<file path="src/rtl/io_debounce_pkg.sv">
// Shared types and helpers for the io_debounce block.
package io_debounce_pkg;

  // Debounce FSM states.
  typedef enum logic [1:0] {
    ST_RELEASED     = 2'd0,
    ST_PRESS_WAIT   = 2'd1,
    ST_PRESSED      = 2'd2,
    ST_RELEASE_WAIT = 2'd3
  } db_state_e;

  // Counter width able to hold 0..n, never narrower than one bit.
  function automatic int cnt_width(input int n);
    int w;
    w = $clog2(n + 1);
    return (w < 1) ? 1 : w;
  endfunction

endpackage

</file>
<file path="src/rtl/io_sync2.sv">
// Two-flop synchronizer for asynchronous inputs, cleared to zero on reset.
module io_sync2 #(
  parameter int WIDTH = 1
) (
  input  logic             clk_i,
  input  logic             rst_i,
  input  logic [WIDTH-1:0] d_i,
  output logic [WIDTH-1:0] q_o
);

  logic [WIDTH-1:0] meta_q;
  logic [WIDTH-1:0] sync_q;

  // Two back-to-back capture stages.
  always_ff @(posedge clk_i) begin
    if (rst_i) begin
      meta_q <= '0;
      sync_q <= '0;
    end else begin
      meta_q <= d_i;
      sync_q <= meta_q;
    end
  end

  assign q_o = sync_q;

endmodule

</file>
<file path="src/rtl/io_debounce.sv">
// Pad debouncer: synchronizes raw_i, accepts a level change only after
// DEBOUNCE_CYCLES stable samples, and optionally auto-repeats while held.
module io_debounce
  import io_debounce_pkg::*;
#(
  parameter int DEBOUNCE_CYCLES = 4,
  parameter int REPEAT_CYCLES   = 0
) (
  input  logic wb_clk_i,
  input  logic wb_rst_i,
  input  logic raw_i,
  output logic level_o,
  output logic rise_o,
  output logic fall_o,
  output logic pulse_o,
  output logic glitch_o
);

  localparam int CNT_W  = cnt_width(DEBOUNCE_CYCLES);
  localparam int RCNT_W = cnt_width(REPEAT_CYCLES);
  localparam logic [CNT_W-1:0]  CNT_LAST = CNT_W'(DEBOUNCE_CYCLES - 1);
  localparam logic [RCNT_W-1:0] RPT_LAST =
    RCNT_W'((REPEAT_CYCLES > 0) ? REPEAT_CYCLES - 1 : 0);

  logic              sync_q;
  db_state_e         state_q, state_d;
  logic [CNT_W-1:0]  cnt_q, cnt_d;
  logic [RCNT_W-1:0] rcnt_q, rcnt_d;
  logic              tick_q, tick_d;
  logic              level_q, level_d;
  logic              rise_q, rise_d;
  logic              fall_q, fall_d;
  logic              pulse_q, pulse_d;
  logic              glitch_q, glitch_d;
  logic              held_q, held_d;

  io_sync2 #(.WIDTH(1)) u_sync (
    .clk_i (wb_clk_i),
    .rst_i (wb_rst_i),
    .d_i   (raw_i),
    .q_o   (sync_q)
  );

  // Next-state, debounce counter and glitch detection.
  always_comb begin
    state_d  = state_q;
    cnt_d    = cnt_q;
    glitch_d = 1'b0;
    case (state_q)
      ST_RELEASED: begin
        if (sync_q) begin
          state_d = ST_PRESS_WAIT;
          cnt_d   = '0;
        end
      end
      ST_PRESS_WAIT: begin
        if (!sync_q) begin
          state_d  = ST_RELEASED;
          cnt_d    = '0;
          glitch_d = 1'b1;
        end else if (cnt_q == CNT_LAST) begin
          state_d = ST_PRESSED;
          cnt_d   = '0;
        end else begin
          cnt_d = cnt_q + CNT_W'(1);
        end
      end
      ST_PRESSED: begin
        if (!sync_q) begin
          state_d = ST_RELEASE_WAIT;
          cnt_d   = '0;
        end
      end
      ST_RELEASE_WAIT: begin
        if (sync_q) begin
          state_d  = ST_PRESSED;
          cnt_d    = '0;
          glitch_d = 1'b1;
        end else if (cnt_q == CNT_LAST) begin
          state_d = ST_RELEASED;
          cnt_d   = '0;
        end else begin
          cnt_d = cnt_q + CNT_W'(1);
        end
      end
      default: begin
        state_d = ST_RELEASED;
        cnt_d   = '0;
      end
    endcase
  end

  // Registered outputs derived from the upcoming state; repeat counter.
  always_comb begin
    held_q  = (state_q == ST_PRESSED) || (state_q == ST_RELEASE_WAIT);
    held_d  = (state_d == ST_PRESSED) || (state_d == ST_RELEASE_WAIT);
    level_d = held_d;
    rise_d  = (state_q == ST_PRESS_WAIT) && (state_d == ST_PRESSED);
    fall_d  = (state_q == ST_RELEASE_WAIT) && (state_d == ST_RELEASED);
    rcnt_d  = '0;
    tick_d  = 1'b0;
    // Entering PRESSED (acceptance or aborted release) restarts the period.
    if ((state_d == ST_PRESSED) && (state_q != ST_PRESSED)) begin
      rcnt_d = '0;
    end else if (held_q && (REPEAT_CYCLES > 0)) begin
      if (rcnt_q == RPT_LAST) begin
        rcnt_d = '0;
        tick_d = held_d;
      end else begin
        rcnt_d = rcnt_q + RCNT_W'(1);
      end
    end
    // A tick is delayed one cycle, so it can never land on a rise cycle.
    pulse_d = rise_d | tick_q;
  end

  // State and output registers.
  always_ff @(posedge wb_clk_i) begin
    if (wb_rst_i) begin
      state_q  <= ST_RELEASED;
      cnt_q    <= '0;
      rcnt_q   <= '0;
      tick_q   <= 1'b0;
      level_q  <= 1'b0;
      rise_q   <= 1'b0;
      fall_q   <= 1'b0;
      pulse_q  <= 1'b0;
      glitch_q <= 1'b0;
    end else begin
      state_q  <= state_d;
      cnt_q    <= cnt_d;
      rcnt_q   <= rcnt_d;
      tick_q   <= tick_d;
      level_q  <= level_d;
      rise_q   <= rise_d;
      fall_q   <= fall_d;
      pulse_q  <= pulse_d;
      glitch_q <= glitch_d;
    end
  end

  assign level_o  = level_q;
  assign rise_o   = rise_q;
  assign fall_o   = fall_q;
  assign pulse_o  = pulse_q;
  assign glitch_o = glitch_q;

endmodule

</file>
<file path="config.mk">
export PLATFORM = sky130hd
export DESIGN_NAME = io_debounce
export DESIGN_NICKNAME = d
export VERILOG_FILES = /design/src/rtl/io_debounce_pkg.sv /design/src/rtl/io_sync2.sv /design/src/rtl/io_debounce.sv
export SDC_FILE = /design/constraint.sdc
export NUM_CORES = 1
export LEC_CHECK = 0
export CAP_MARGIN = 20
export CORE_AREA = 2 2 39 41
export DETAILED_ROUTE_END_ITERATION = 10
export DIE_AREA = 0 0 41 43
export GPL_TIMING_DRIVEN = 0
export HOLD_SLACK_MARGIN = 0.15
export PLACE_DENSITY = 0.59
export REMOVE_ABC_BUFFERS = 1
export SETUP_SLACK_MARGIN = 0.02
export SYNTH_ARGS = -nofsm -noshare
export SYNTH_HDL_FRONTEND = slang
export SYNTH_SLANG_ARGS = --single-unit
</file>
<file path="constraint.sdc">
create_clock -name wb_clk_i -period 1.3 [get_ports wb_clk_i]
set_input_delay 0.26 -clock wb_clk_i [delete_from_list [all_inputs] [get_ports wb_clk_i]]
set_output_delay 0.26 -clock wb_clk_i [all_outputs]
set_load 0.005 [all_outputs]
</file>
==> flow_summary.yaml <==
status:
  status: "complete, no violations"
global_routing:
  global_route_wire_length_before_repair_um: 876
  grt_pass1_vias: 233
  gr-usage-all-layers_pct: 7.89
  grt_overflow_total: 0
  grt_antenna_before_repair: 0
  grt_max_degree: 8
clock_tree:
  tritoncts_clock_tree: "built"
  cts_inserted_buffers: 3
  insertion_delay_ns: 0.26
  path_clk_slew_ns: 0.07
  cts.sink_count: 10
  clockRootBuffer: "clkbuf_4"
  cts-hold-fix-buffers: 0
  cts_max_path_buffers: 2
  htree_levels: 1
place:
  preCtsSetupSlack_ns: -0.0441
  place.port_buffers: 7
  post-dp-hpwl_um: 415
  gpl_congestion: 0.706
floorplan:
  dieHeight_um: 43
  core.rowCount: 14
  pin_count: 8
  fp.coreArea_mm2: 0.00138
  chipWidth_um: 41
  effective_utilization_at_floorplan_pct: 26.8
  die_area_mm2: 0.00176
worst_setup_path:
  end_kind: "flip-flop"
  data_arrival_time_of_the_worst_path_ns: 1.36
  worst_r2r_endpoint: "cnt_q[0]$_SDFFE_PP0P_"
  crit_path_start_kind: "flip-flop"
  reg2reg_from: "state_q[1]$_SDFF_PP0_"
  crit_required_ns: 1.49
  critical_path_peak_fanout: 5
  cp_slowest_stage_delay_ns: 0.34
  cp_max_stage_cell: "dfxtp_4"
  crit_path_cell_trace: "buf_4 > xnor2_1 > or3_1 > a21oi_1"
  rrSetupSlack_ns: 0.13
  crit_type: "flip-flop to flip-flop"
  timing.reg2reg.worst_path_depth: 4
worst_hold_path:
  timing.hold.worst.class: "flip-flop to flip-flop"
  whs_endpoint: "u_sync.q_o$_SDFF_PP0_"
  worst_hold_startpoint: "u_sync.meta_q$_SDFF_PP0_"
  timing.hold.worst_path_depth: 1
sta:
  final_max_slew_viol_count: 0
  postLayoutSetupSlackWorst_ns: 0.133
  finalClockSkew_ns: 0.00564
  final-hold-violation-count: 0
  worstMarginPinSlew_ns: 0.295
  worst_hold_slack_ns: 0.447
  final.period_utilization_pct: 89.7
  highest_clock_rate_ghz: 0.857
  setup_violators_final: 0
  grt_setup_unrepaired: "false"
  timing.max_slew.rel_slack_pct: 80.3
  final_period_minus_worst_setup_slack_ns: 1.17
final_layout:
  antennaDiodeCount: 0
  num-nets-final: 52
  layout-area-overhead-vs-synth_pct: 33.4
  proportion_of_layout_cells_with_a_drive_suffix_above_1_pct: 12.8
  nFillCells: 139
logic_synthesis:
  yosysUniqueCellTypes: 18
  proportion_of_synthesized_chip_area_in_sequential_cells_pct: 54.1
  post_synth_xor_area_fraction_pct: 4.73
  synth-compound-area-share_pct: 5.41
  yosys_warnings: 0
  synth.cell_area_um2: 370
  synth_simple_gate_area_share_pct: 25.7
  synth_top_family_by_area: "simple AND/OR/NAND/NOR gates"
  postSynthAreaPerCell_um2: 10.3
  synth-adder-area-share_pct: 3.38
  postSynthCellCount: 36
  ys_seq_elements: 10
  yosys-mux-area-fraction_pct: 2.70
detailed_routing:
  drcViolationCount: 0
  vias: 275
  routed_wire_length_um: 557
  avgViaCountPerCell: 4.37
  route.antenna.remaining_nets: 0
  post_drt_wl_per_cell_um: 8.84
  initialDrtViolationCount: 4
  drt_pass1_iterations: 2
pwr:
  ir_drop_mv: 0.473
  power.switching_uw: 114
  combinationalPowerShare_pct: 3.3
  power.share.clock_pct: 45.0
  static_leakage_uw: 0.000230
  seqPwrFrac_pct: 51.8
  power.internal_uw: 489
  power_density_mw_per_mm2: 1220
  swShare_pct: 18.9
run:
  max_cap_violations: 0
==> power by group through the flow <==
stage / sequential, uW / clock, uW / combinational [uW]
after CTS: 312 / 287 / 19.9
final: 312 / 271 / 19.8
after global routing: 313 / 306 / 22.3
after floorplan: 320 / 0 / 9.08
after global placement: 321 / 0 / 20.2
after detailed placement: 321 / 0 / 20.1
==> kinds of logic (layout without fill, tap and decap cells) <==
| kind of cell | count (synthesis) | count (layout) |
|---|---|---|
| xor+xnor | 2 | 2 |
| flops | 10 | 10 |
| fa+ha+maj | 1 | 1 |
| compound gates | 3 | 3 |
| simple gates | 16 | 16 |
| mux | 1 | 1 |
| buf+inv | 3 | 14 |
==> metal layers <==
layer,part of all wire (%),up-vias,GRT usage (%),routed length [um]
li1,-,146,-,-
met1,50,124,10.2,278
met5,0,-,0,0
met2,44,5,9.06,247
met4,0,0,6.00,0
met3,5.6,0,4.71,31
==> worst max-delay path by stage <==
stage	start	slack (ns)	end	cells after the start
6_report	state_q[1]$_SDFF_PP0_	0.13	cnt_q[0]$_SDFFE_PP0P_	4
5_1_grt	state_q[1]$_SDFF_PP0_	0.05	cnt_q[2]$_SDFFE_PP0P_	4
4_1_cts	state_q[1]$_SDFF_PP0_	0.13	cnt_q[0]$_SDFFE_PP0P_	4
3_5_place_dp	wb_rst_i	-0.04	pulse_o$_SDFF_PP0_	4
3_3_place_gp	wb_rst_i	-0.05	pulse_o$_SDFF_PP0_	4
2_1_floorplan	state_q[1]$_SDFF_PP0_	0.26	cnt_q[0]$_SDFFE_PP0P_	3
==> what timing repair did <==
item	4_1_cts	5_1_grt
setup buffers	1	0
resized for setup	7	0
endpoints found under the setup margin	5	0
==> critical path, delay by kind of cell, from the launching register on <==
kind,cells,cell delay [ns]
AO/OA/AOI/OAI,1,0.14
buffers and inverters,1,0.14
flip-flops,1,0.34
AND/OR/NAND/NOR,1,0.32
XOR/XNOR,1,0.16
==> cell type report <==
| type | count | area (um^2) | area share (%) |
|---|---|---|---|
| Sequential cell | 10 | 204 | 41.3 |
| Multi-Input combinational cell | 23 | 155 | 31.4 |
| Timing Repair Buffer | 8 | 71.3 | 14.4 |
| Clock buffer | 4 | 36.3 | 7.34 |
| Tap cell | 16 | 20.0 | 4.05 |
| Inverter | 2 | 7.51 | 1.52 |
==> metrics by stage <==
step / utilization [%] / instances / instance area [um^2] / total power, uW / TNS (ns)
floorplan: - / 35 / 363 / 329 / 0
detailed placement: 32.7 / 58 / 453 / 341 / -0.0610
finish: 35.7 / 63 / 494 / 603 / 0
CTS: 35.7 / 63 / 494 / 619 / 0
global route: 35.7 / 63 / 494 / 641 / 0
global placement: 32.7 / 58 / 453 / 341 / -0.0868
==> cell usage in the layout (no fill, tap or decap), types with 2 or more instances in the layout <==
cell,count
nand3_1,3
clkdlybuf4s50_1,2
dlygate4sd2_1,5
nor3_1,2
nor2_1,2
clkbuf_4,3
dfxtp_1,9
nor3b_1,2
a21oi_1,2
nor2b_1,3
inv_1,2
==> cells in the mapped netlist <==
library cell  number  share of area, %
dfxtp_1           10                54
nand3b_1           1               2.0
and3_1             1               1.7
nor3b_1            2               4.1
o211a_1            1               2.7
nor2_1             2               2.0
mux2i_1            1               2.7
ha_1               1               3.4
xnor2_1            1               2.4
or3_1              1               1.7
nor3_1             2               2.7
nor2b_1            3               5.1
a21oi_1            2               2.7
nand4b_1           1               2.4
xor2_1             1               2.4
inv_1              2               2.0
buf_4              1               2.0
nand3_1            3               4.1
==> sequential cells by signal, summed over array words and instances (netlist names) <==
signal / count
u_sync.q_o: 1
state_q: 2
pulse_o: 1
u_sync.meta_q: 1
fall_o: 1
cnt_q: 3
glitch_o: 1
No activity file was read; power rests on OpenSTA's default activity.
